$ cat config.mk
export PLATFORM = sky130hd
export DESIGN_NAME = aes_round_ctrl
export DESIGN_NICKNAME = d
export VERILOG_FILES = /design/src/rtl/aes_pkg.sv /design/src/rtl/add_roundkey.sv /design/src/rtl/aes_round_ctrl.sv
export SDC_FILE = /design/constraint.sdc
export NUM_CORES = 1
export LEC_CHECK = 0
export ABC_AREA = 1
export BUFFER_PORTS_ARGS = -buffer_cell sky130_fd_sc_hd__clkbuf_2
export CAP_MARGIN = 0
export CORE_AREA = 2 2 256 258
export DETAILED_ROUTE_END_ITERATION = 10
export DIE_AREA = 0 0 258 260
export GPL_ROUTABILITY_DRIVEN = 0
export SYNTH_ARGS = -nofsm -noshare
export SYNTH_HDL_FRONTEND = slang
export SYNTH_SLANG_ARGS = --single-unit
$ cat constraint.sdc
create_clock -name clk -period 1.2 [get_ports clk]
set_input_delay 0.06 -clock clk [delete_from_list [all_inputs] [get_ports clk]]
set_output_delay 0.06 -clock clk [all_outputs]
set_load 0.03 [all_outputs]
$ cat src/rtl/aes_pkg.sv
// ---------------------------------------------------------------------------
// aes_pkg -- shared definitions for the AES round controller.
//   AES_BLOCK_W : width of one AES block / round key (128)
//   AES128_NR   : number of rounds for AES-128 (10)
//   RK_IDX_W    : width of the round-key index bus
//   aes_state_e : controller FSM states (IDLE, ROUND, DONE)
// ---------------------------------------------------------------------------
package aes_pkg;

  localparam int AES_BLOCK_W = 128;
  localparam int AES128_NR   = 10;
  localparam int RK_IDX_W    = 4;

  typedef enum logic [1:0] {
    ST_IDLE  = 2'd0,
    ST_ROUND = 2'd1,
    ST_DONE  = 2'd2
  } aes_state_e;

endpackage

$ cat src/rtl/add_roundkey.sv
// ---------------------------------------------------------------------------
// add_roundkey -- AES AddRoundKey step: bytewise XOR of state and round key.
// Purely combinational.
//   state_in  [0:127] : state before key addition
//   round_key [0:127] : round key
//   state_out [0:127] : state_in XOR round_key
// ---------------------------------------------------------------------------
module add_roundkey
  import aes_pkg::*;
(
  input  logic [0:AES_BLOCK_W-1] state_in,
  input  logic [0:AES_BLOCK_W-1] round_key,
  output logic [0:AES_BLOCK_W-1] state_out
);

  for (genvar gi = 0; gi < AES_BLOCK_W / 8; gi++) begin : g_byte
    assign state_out[8*gi +: 8] = state_in[8*gi +: 8] ^ round_key[8*gi +: 8];
  end

endmodule

$ cat src/rtl/aes_round_ctrl.sv
// ---------------------------------------------------------------------------
// aes_round_ctrl -- iterative AES encryption round controller.
// Accepts one plaintext block, performs the initial key addition, then drives
// an external combinational round datapath NR times, fetching each round key
// from an external combinational key schedule. One block in flight at a time.
//
// Parameter
//   NR        : number of rounds (1..15), default AES128_NR
// Ports
//   clk, rst_n            : clock, asynchronous active-low reset
//   in_valid/in_ready     : plaintext handshake, in_data [0:127]
//   out_valid/out_ready   : ciphertext handshake, out_data [0:127]
//   rk_idx [3:0]          : round-key index to the key schedule
//   rk_data [0:127]       : round key for rk_idx (combinational return)
//   dp_state [0:127]      : state to the round datapath
//   dp_final              : 1 = last round, datapath skips MixColumns
//   dp_result [0:127]     : datapath result (combinational return)
//   busy                  : high whenever the FSM is not IDLE
//   abort                 : (only with AES_CTRL_ABORT_EN defined) drops the
//                           block in flight from ROUND or DONE
// Build option: define AES_CTRL_ABORT_EN to add the abort input.
// ---------------------------------------------------------------------------
module aes_round_ctrl
  import aes_pkg::*;
#(
  parameter int NR = AES128_NR
) (
  input  logic                   clk,
  input  logic                   rst_n,
`ifdef AES_CTRL_ABORT_EN
  input  logic                   abort,
`endif
  input  logic                   in_valid,
  output logic                   in_ready,
  input  logic [0:AES_BLOCK_W-1] in_data,
  output logic                   out_valid,
  input  logic                   out_ready,
  output logic [0:AES_BLOCK_W-1] out_data,
  output logic [RK_IDX_W-1:0]    rk_idx,
  input  logic [0:AES_BLOCK_W-1] rk_data,
  output logic [0:AES_BLOCK_W-1] dp_state,
  output logic                   dp_final,
  input  logic [0:AES_BLOCK_W-1] dp_result,
  output logic                   busy
);

  localparam logic [RK_IDX_W-1:0] NR_CNT = RK_IDX_W'(NR);

  aes_state_e             state_q, state_d;
  logic [RK_IDX_W-1:0]    round_cnt_q, round_cnt_d;
  logic [0:AES_BLOCK_W-1] blk_q, blk_d;
  logic [0:AES_BLOCK_W-1] ark_in;
  logic [0:AES_BLOCK_W-1] ark_out;

  // The single key-addition unit serves both the initial whitening (fed from
  // in_data while IDLE) and every round (fed from the datapath). Selecting on
  // state alone guarantees in_data is never sampled outside IDLE.
  assign ark_in = (state_q == ST_IDLE) ? in_data : dp_result;

  add_roundkey u_add_roundkey (
    .state_in  (ark_in),
    .round_key (rk_data),
    .state_out (ark_out)
  );

  assign out_data = blk_q;
  assign dp_state = blk_q;
  assign busy     = (state_q != ST_IDLE);

  always_comb begin
    state_d     = state_q;
    round_cnt_d = round_cnt_q;
    blk_d       = blk_q;
    in_ready    = 1'b0;
    out_valid   = 1'b0;
    rk_idx      = '0;
    dp_final    = 1'b0;

    case (state_q)
      ST_IDLE: begin
        in_ready = 1'b1;
        if (in_valid) begin
          blk_d       = ark_out;
          round_cnt_d = RK_IDX_W'(1);
          state_d     = ST_ROUND;
        end
      end

      ST_ROUND: begin
        rk_idx = round_cnt_q;
        blk_d  = ark_out;
        if (round_cnt_q == NR_CNT) begin
          dp_final = 1'b1;
          state_d  = ST_DONE;
        end else begin
          round_cnt_d = round_cnt_q + RK_IDX_W'(1);
        end
      end

      ST_DONE: begin
        out_valid = 1'b1;
        // Returning to IDLE does not look at in_valid: the next accept can
        // only happen on the following edge.
        if (out_ready) begin
          state_d     = ST_IDLE;
          round_cnt_d = '0;
        end
      end

      default: begin
        state_d     = ST_IDLE;
        round_cnt_d = '0;
        blk_d       = '0;
      end
    endcase

`ifdef AES_CTRL_ABORT_EN
    // Abort overrides everything else (including out_ready) outside IDLE.
    if (abort && (state_q != ST_IDLE)) begin
      state_d     = ST_IDLE;
      round_cnt_d = '0;
      blk_d       = '0;
    end
`endif
  end

  always_ff @(posedge clk or negedge rst_n) begin
    if (!rst_n) begin
      state_q     <= ST_IDLE;
      round_cnt_q <= '0;
      blk_q       <= '0;
    end else begin
      state_q     <= state_d;
      round_cnt_q <= round_cnt_d;
      blk_q       <= blk_d;
    end
  end

endmodule

==> After elaboration in Yosys (flattened, before gate mapping) <==
Index checks and enable logic that the tools add are counted.
{ "totals": {"reg_bits": 134} }
{ "classes": {"bitwise_logic": 17, "addsub": 1, "eq_ne": 7, "reduce_logical": 5, "n_mux": 16} }
{ "ops": {"columns": ["cell", "n"], "rows": [
  ["128-bit one-hot mux with 3 select lines", 1],
  ["128-bit 2-to-1 mux", 2],
  ["8-bit XOR", 16],
  ["4-bit 2-to-1 mux", 4],
  ["4-bit one-hot mux with 3 select lines", 1],
  ["2-bit inequality test (second input constant)", 4],
  ["2-bit 2-to-1 mux", 3],
  ["2-bit one-hot mux with 3 select lines", 1],
  ["3-bit AND reduction", 2],
  ["4-bit by 1-bit adder with 4-bit output (second input constant)", 1],
  ["4-bit equality test (second input constant)", 1],
  ["1-bit 2-to-1 mux", 4],
  ["2-bit by 1-bit equality test with 1-bit output (second input constant)", 1],
  ["2-bit equality test (second input constant)", 1],
  ["2-bit logical NOT", 1],
  ["2-bit AND reduction", 1],
  ["2-bit nonzero test", 1],
  ["1-bit NOT", 1]
]} }

==> Depth between registers and ports, before layout <==
Gate-level depths: netlist of run 1.
{ "logic_depth": {"depth_word": 5, "ltp_mapped": 8} }

==> Hierarchy <==
A second synthesis of run 1 with hierarchy kept.
{ "hier_totals": {"hier_cells": 1794, "hier_area_um2": 10538.9} }
{ "by_module_without_submodules": {"columns": ["mod", "area_per_inst_um2", "n_inst", "seq_area_each_um2", "cells_per_inst"], "rows": [
  ["aes_round_ctrl", 8136.6, 1, 3353.2, 1154],
  ["add_roundkey", 2402.3, 1, 0.0, 640]
]} }

==> Least setup slack after synthesis of run 1 <==
No wires, ideal clock.
{ "synth_timing": {"path_type": "register to register", "startpoint": "register round_cnt_q[0]", "endpoint": "register round_cnt_q[0]", "path_buffers": 0, "path_stages_with_launch": 8, "arrival_time_ns": 1.437, "setup_slack_ns": -0.353, "cell_sequence": "dfrtp_1 inv_1 ha_1 nand3_1 nor2_1 nor2_1 nand2_1 nand2_1"} }
{ "synth_between": {"elab_chain_len": 3, "word_cells_on_any_way": 6, "cone_classes": "add/sub: 1; eq/ne: 2; mux: 2; reduce/logical: 1"} }
{ "synth_lines": {"columns": ["item", "line", "text"], "rows": [
  ["from (decl)", "aes_round_ctrl.sv:50", "logic [RK_IDX_W-1:0] round_cnt_q, round_cnt_d;"],
  ["from (signal assigned)", "aes_round_ctrl.sv:134", "round_cnt_q <= round_cnt_d;"],
  ["4-bit by 1-bit adder with 4-bit output / 4-bit equality test (equally long branches)", "aes_round_ctrl.sv:96, aes_round_ctrl.sv:92", null],
  ["4-bit 2-to-1 mux / 2-bit inequality test (equally long branches)", null, null],
  ["4-bit one-hot mux with 3 select lines / 3-bit AND reduction (equally long branches)", null, null]
]} }
Parallel ways exist; a longest one is shown, timed or not. The select of a mux whose other input is x is not followed.
A chain may end at the register's enable or synchronous reset.

==> Final worst setup path of run 1 <==
{ "layout_timing": {"startpoint": "register state_q[1]", "endpoint": "register blk_q (netlist bit dp_state[68])"} }
{ "layout_between": {"elab_chain_len": 5, "word_cells_on_any_way": 10, "cone_classes": "eq/ne: 3; mux: 3; bitwise: 2; reduce/logical: 2"} }
{ "layout_lines": {"columns": ["item", "line", "text"], "rows": [
  ["from (decl)", "aes_round_ctrl.sv:49", "aes_state_e state_q, state_d;"],
  ["from (signal assigned)", "aes_round_ctrl.sv:133", "state_q <= state_d;"],
  ["2-bit logical NOT", "aes_round_ctrl.sv:58, aes_round_ctrl.sv:79", null],
  ["128-bit 2-to-1 mux", "aes_round_ctrl.sv:58", "assign ark_in = (state_q == ST_IDLE) ? in_data : dp_result;"],
  ["8-bit XOR", "add_roundkey.sv:17", "assign state_out[8*gi +: 8] = state_in[8*gi +: 8] ^ round_key[8*gi +: 8];"],
  ["128-bit 2-to-1 mux", "aes_round_ctrl.sv:82", "if (in_valid) begin"],
  ["128-bit one-hot mux with 3 select lines", "aes_round_ctrl.sv:79", "case (state_q)"],
  ["to (signal assigned)", "aes_round_ctrl.sv:135", "blk_q <= blk_d;"],
  ["to (decl)", "aes_round_ctrl.sv:51", "logic [0:AES_BLOCK_W-1] blk_q, blk_d;"]
]} }
Parallel ways exist; a longest one is shown, timed or not. The select of a mux whose other input is x is not followed.

==> out/metrics.yaml, run 1 <==
yosys:
  synth_edf_count: 0
  yosysMostFrequentCell: "nand2_1"
  yosys-top-cells-area: "dfrtp_1, nand2_1, nand3_1"
  yosysSeqAreaShare: 0.299
  netlist_area_um2: 11200
  ys_types: 17
  synth_cells: 1934
  syn_area_per_cell_um2: 5.80
  synth_warnings: 0
  yosysTopAreaCell: "dfrtp_1"
  synthTopCellsByCount: "nand2_1, inv_1, nand3_1"
  ys_ff_latch: 134
  synth_ff_type: "dfrtp_1"
  syn_nets: 2324
  netlist.area_leader.share: 0.299
  async_flop_share: 1.00
grt:
  grt_max_degree: 47
  grt_usage: 0.179
  antenna_found_initial: 2
  grt_pass1_wl_um: 92600
  grt_pass1_vias: 16700
  grt_overflow_total: 0
floorplanning:
  fp.dieW_um: 258
  coreArea_um2: 64100
  rows: 93
  initial_core_util: 0.175
  ios: 652
  die_h_um: 260
  die-area_um2: 67100
clock_network:
  cts_htree_levels: 4
  clk_pin_slew_worst_paths_ns: 0.07
  cts_buffers: 17
  clock_latency_ns: 0.47
  clock_sinks: 134
  clk_path_buf_depth: 2
  cts_tree: "done"
  root_buffer: "clkbuf_16"
placed_design:
  dp.cells: 3334
  placed_cell_area_um2: 15400
  numPortBuffers: 651
  hpwl_um: 36000
routing:
  vias: 17000
  finalWirelength_um: 67700
  post_drt_wl_per_cell_um: 17.5
  drc_errors: 0
  via_per_inst: 4.41
  drt_iter0_drc: 1549
  dr.pass1.iters: 6
  ant_nets: 0
pwr:
  cellPowerDensity_nw_per_um2: 2230
  p_sw_mw: 28.0
  ir_worst_vdd_v: 0.00156
  internal_power_mw: 27.6
  leakagePower_nw: 13.8
  seqPwrFrac: 0.180
  power_frac_comb: 0.719
  pwr-share-clk: 0.101
  netSwitchingFraction: 0.504
sta:
  fin_skew_ns: 0.00829
  worst_pin_slew_ns: 0.316
  max_clock_freq_ghz: 0.588
  final-hold-violation-count: 0
  period_needed_ns: 1.70
  setup_viol: 146
  rsz0062_at_grt: "true"
  slew_headroom: 0.789
  drv_slew: 0
  fin_crit_sh: 1.42
  layout_setup_ws_ns: -0.501
run:
  maxCapViolations: 0
critical_path:
  required_ns: 1.56
  slowest_delay_ns: 0.45
  end_kind: "flip-flop"
  crit_arrival_ns: 2.06
  cpMostUsedCell: "buf_12"
  cp_num_buf_inv: 6
  critPathMaxFanout: 8
  crit_slowest_cell: "dfrtp_2"
  cpLargestDelayFamily: "buffers and inverters"
  start_kind: "flip-flop"
  path_cells: "inv_4 > buf_12 > nand2_8 > buf_12 > buf_12 > buf_16 > buf_8 > nand2_1 > nand3_2 > nand3_1 > nand2_1"
  critical_path_class: "reg -> reg"
cells_and_area:
  fill_cells: 6019
  area_growth_pct: 122
  final_cell_area_um2: 24900
  nets: 3387
  fin_cells: 3868
  drive_above_1_share: 0.434
run_status:
  status: "complete, but fails checks"
  violations: "negative setup slack"
min_path:
  hp-class: "in -> async"
[cells in the final DEF (no fill, tap or decap), types with 3 or more instances in the layout]
master         instances
nand2_1              636
clkbuf_2             446
inv_1                389
dlygate4sd3_1        386
nand3_2              198
nand3_1              185
buf_4                108
nand2_2              101
dfrtp_1               98
buf_8                 72
clkbuf_4              63
nand2_4               50
buf_12                42
clkbuf_8              38
dfrtp_2               36
buf_16                35
buf_6                 29
clkbuf_16             27
buf_2                 26
nor2_4                 8
nand3_4                4
diode_2                3
clkinvlp_4             3
bufinv_16              3
clkinv_4               3
clkinv_2               3
[power groups by stage]
stage	combinational (mW)	sequential [mW]	clock, mW
final	40.0	9.98	5.61
after global routing	42.0	10.1	6.02
after CTS	36.1	9.56	5.84
after detailed placement	25.5	9.28	0
after global placement	25.3	9.33	0
after floorplan	15.0	12.5	0
[final cells by class]
class                   count  area [um^2]  share of cell area
well taps                 855         1070              0.0430
clock buffers              20          447              0.0180
clock inverters            12          154             0.00618
repair buffers           1256        11500               0.464
diodes                      3         7.51            0.000302
inverters                 393         1480              0.0595
flip-flops and latches    134         3400               0.137
multi-input cells        1195         6780               0.273
[through the flow]
stage / setup TNS, ns / hold slack, ns / setup slack (ns) / power (mW) / utilization
final: -57.05 / 0.00848 / -0.501 / 55.6 / 0.388
after global routing: -68.90 / 0.00440 / -0.571 / 58.2 / 0.388
after CTS: -63.41 / 0.00504 / -0.508 / 51.5 / 0.367
after detailed placement: -33.82 / -0.0775 / -0.308 / 34.8 / 0.240
after global placement: -28.55 / -0.0775 / -0.274 / 34.7 / 0.240
after floorplan: -6.42 / -0.236 / -0.0595 / 27.6 / -
[state kept, by name (all words and copies together), names as in the netlist]
signal,cells
round_cnt_q,4
dp_state,128
state_q,2
[kinds of logic after synthesis]
| kind of cell | after synthesis | synth area share |
|---|---|---|
| and+or+nand+nor | 1189 | 0.442 |
| xor gates and xnor gates | 1 | 0.000781 |
| buffers and inverters | 605 | 0.254 |
| DFF | 134 | 0.299 |
| AOI/OAI and AO/OA | 3 | 0.00134 |
| adders and majority gates | 2 | 0.00223 |
[worst paths after layout]
kind	from	endpoint	slack, ns	cells past startpoint
min	rst_n	dp_state[44]$_DFFE_PN0P_	0.008	2
min in group clk	out_ready	state_q[1]$_DFFE_PN0P_	0.02	5
max reg2reg	state_q[1]$_DFFE_PN0P_	dp_state[68]$_DFFE_PN0P_	-0.50	11
min reg2reg	dp_state[84]$_DFFE_PN0P_	dp_state[84]$_DFFE_PN0P_	0.52	2
max	state_q[1]$_DFFE_PN0P_	dp_state[68]$_DFFE_PN0P_	-0.50	11
max in group asynchronous	rst_n	dp_state[96]$_DFFE_PN0P_	0.56	4
[timing repair]
item / CTS / global route
setup endpoints to repair: 279 / 314
gates cloned: 37 / 9
endpoints found under the hold margin: 263 / 0
setup buffers: 52 / 32
gates resized for setup: 584 / 420
hold buffers: 387 / 0
pin swaps: 102 / 79
[layer usage]
metal / part of all wire / wire length (um) / GRT usage
met1: 0.37 / 25300 / 0.201
met2: 0.51 / 34200 / 0.315
met3: 0.067 / 4520 / 0.0345
met4: 0.054 / 3670 / 0.105
met5: 0 / 0 / 0
Power figures use the tool's default switching activity.
==> run 2, diff against run 1 <==
--- a/config.mk
+++ b/config.mk
@@ -6,12 +6,13 @@
 export NUM_CORES = 1
 export LEC_CHECK = 0
 export ABC_AREA = 1
-export BUFFER_PORTS_ARGS = -buffer_cell sky130_fd_sc_hd__clkbuf_2
+export BUFFER_PORTS_ARGS = -buffer_cell sky130_fd_sc_hd__buf_2
 export CAP_MARGIN = 0
-export CORE_AREA = 2 2 256 258
+export CORE_AREA = 2 2 257 259
 export DETAILED_ROUTE_END_ITERATION = 10
-export DIE_AREA = 0 0 258 260
+export DIE_AREA = 0 0 259 261
 export GPL_ROUTABILITY_DRIVEN = 0
+export REMOVE_ABC_BUFFERS = 1
 export SYNTH_ARGS = -nofsm -noshare
 export SYNTH_HDL_FRONTEND = slang
 export SYNTH_SLANG_ARGS = --single-unit
==> run 2 against run 1 <==
Against the previous run:
- the flow still finishes with violations (negative setup slack)
- largest power group unchanged
- combinational power is 5.0% lower
- hold slack better by 0.095 ns
- non-clock buffer count is 14 lower
- register-to-register slack hardly changed
- highest routed layer is now met5
- critical endpoint is now dp_state[53]$_DFFE_PN0P_
- worst setup slack better by 0.0077 ns
==> out/metrics.yaml, run 2 (synthesized netlist as in run 1, its figures left out) <==
critical_path:
  start_kind: "flip-flop"
  critPathMaxFanout: 7  # -1
  required_ns: 1.61  # +0.05 ns
  rr_endpoint: "dp_state[53]$_DFFE_PN0P_"
  critical_path_class: "reg -> reg"
  cp-endpoint: "dp_state[53]$_DFFE_PN0P_"
  end_kind: "flip-flop"
  reg2reg_depth: 10  # -1
  crit_arrival_ns: 2.10  # +0.04 ns
  critical_path.startpoint: "state_q[1]$_DFFE_PN0P_"
  reg2reg_slack_ns: -0.49  # about the same
  regToRegStartpoint: "state_q[1]$_DFFE_PN0P_"
sta:
  fin_crit_sh: 1.41  # -0.00638
  rsz0062_at_grt: "true"
  setup_viol: 146  # unchanged
  final-hold-violation-count: 0  # unchanged
  max_clock_freq_ghz: 0.591  # +0.45%
  slew_headroom: 0.682  # -0.108
  worst_pin_slew_ns: 0.476  # +0.160 ns
  fin_tns_setup_ns: -53.43  # +3.62 ns
  drv_slew: 0  # unchanged
  period_needed_ns: 1.69  # -0.00765 ns
  fin_skew_ns: 0.00946  # +0.00117 ns
  layout_setup_ws_ns: -0.493  # +0.00765 ns
grt:
  gr-usage-met1: 0.181  # -0.0200
  met3_usage: 0.0350  # +0.000534
  grt_max_degree: 56  # +19%
  busiest_layer: "met2"
  grt_pass1_wl_um: 84200  # -9.1%
  antenna_found_initial: 5  # +3
  grt_pass1_vias: 15700  # -5.9%
  met2_usage: 0.278  # -0.0376
  grt_overflow_total: 0  # unchanged
  grt_usage: 0.161  # -0.0174
clock_network:
  cts_htree_levels: 4  # unchanged
  clk_path_buf_depth: 2  # unchanged
  cts_buffers: 17  # unchanged
  cts_tree: "done"
  root_buffer: "clkbuf_16"
  clock_latency_ns: 0.46  # about the same
  clock_sinks: 134  # unchanged
  clk_pin_slew_worst_paths_ns: 0.07  # about the same
cells_and_area:
  nets: 3373  # -0.41%
  layout_common_cells: "nand2_1, buf_2, inv_1"
  final_common_cell: "nand2_1"
  largest_register_ffs: 128  # unchanged
  area_growth_pct: 118
  drive_above_1_share: 0.463  # +0.0287
  post-route-util: 0.377  # -0.0114
run_status:
  violations: "negative setup slack"
  status: "complete, but fails checks"
floorplanning:
  ios: 652  # unchanged
  rows: 94  # +1.1%
  initial_core_util: 0.172  # -0.00249
  die_h_um: 261  # +0.38%
  fp.dieW_um: 259  # +0.39%
  coreArea_um2: 65000  # +1.4%
  die-area_um2: 67600  # +0.77%
pwr:
  p_sw_mw: 27.7  # -1.1%
  cellPowerDensity_nw_per_um2: 2190  # -2.0%
  pwr-share-clk: 0.107  # +0.006
  seqPwrFrac: 0.184  # +0.004
  ir_worst_vdd_v: 0.00131  # -16%
  internal_power_mw: 25.9  # -6.0%
  netSwitchingFraction: 0.516  # +0.0127
  leakagePower_nw: 13.8  # -0.45%
  power_frac_comb: 0.709  # -0.010
routing:
  vias: 16800  # -1.4%
  dr.pass1.iters: 7  # +1
  drt_iter0_drc: 1153  # -26%
  via_per_inst: 4.35  # -1.2%
  post_drt_wl_per_cell_um: 16.6  # -5.0%
  drc_errors: 0  # unchanged
  ant_nets: 0  # unchanged
  finalWirelength_um: 64200  # -5.1%
placed_design:
  numPortBuffers: 651  # unchanged
  hpwl_um: 36500  # +1.2%
  place_ws_ns: -0.256  # +0.0524 ns
run:
  maxCapViolations: 0  # unchanged
min_path:
  hp-class: "in -> async"
-- run 2: how the worst min path moves through the flow --
stage	to	slack, ns	cells past startpoint
2_1_floorplan	dp_state[0]$_DFFE_PN0P_	-0.24	0
3_3_place_gp	dp_state[31]$_DFFE_PN0P_	-0.11	1
3_5_place_dp	dp_state[79]$_DFFE_PN0P_	-0.11	1
4_1_cts	dp_state[16]$_DFFE_PN0P_	0.06	3
5_1_grt	dp_state[16]$_DFFE_PN0P_	0.1	3
6_report	dp_state[16]$_DFFE_PN0P_	0.10	3
-- run 2: metrics by stage --
stage               hold slack [ns]  std cells  cell area [um^2]  power [mW]
finish                        0.103       3862             24500        53.6
floorplan                    -0.236       1722              9840        17.7
CTS                          0.0646       3837             22200        48.6
global route                 0.0962       3862             24500        56.3
detailed placement           -0.111       3364             15400        34.9
global placement             -0.110       3364             15400        34.8
-- run 2: layout make-up --
type	count	area, um^2
clock inverters	14	173
diodes	2	5.00
fillers	6139	40500
inverters	393	1480
repair buffers	1242	10700
well taps	864	1080
clock buffers	18	439
multi-input cells	1195	7270
flip-flops and latches	134	3400
-- run 2: worst max-delay path: stages, from the launching register on --
cell       delay (ns)
dfrtp_2          0.44
buf_12           0.14
nor2_4           0.15
buf_8            0.16
buf_12           0.13
buf_16           0.17
clkbuf_16        0.17
nand2_4          0.04
nand3_2          0.07
nand3_2          0.08
nand2_1          0.07
-- run 2: repair_timing --
action	CTS	global route
gates resized for setup	450	495
endpoints found under the hold margin	264	0
buffers inserted	39	15
cloned	15	17
hold buffers	388	0
endpoints found under the setup margin	248	187
pin swaps	104	238
-- run 2: routing by layer --
layer / vias to the layer above / part of all wire
met2: 970 / 0.49
met1: 7783 / 0.37
li1: 7765 / -
met3: 291 / 0.078
met4: 4 / 0.065
met5: - / 0.00028
-- run 2: power by group through the flow --
stage	sequential, mW	clock (mW)	combinational (mW)
finish	9.86	5.75	38.0
global route	10.0	6.10	40.1
CTS	9.72	5.96	32.9
detailed placement	9.29	0	25.7
global placement	9.33	0	25.5
floorplan	12.7	0	4.99
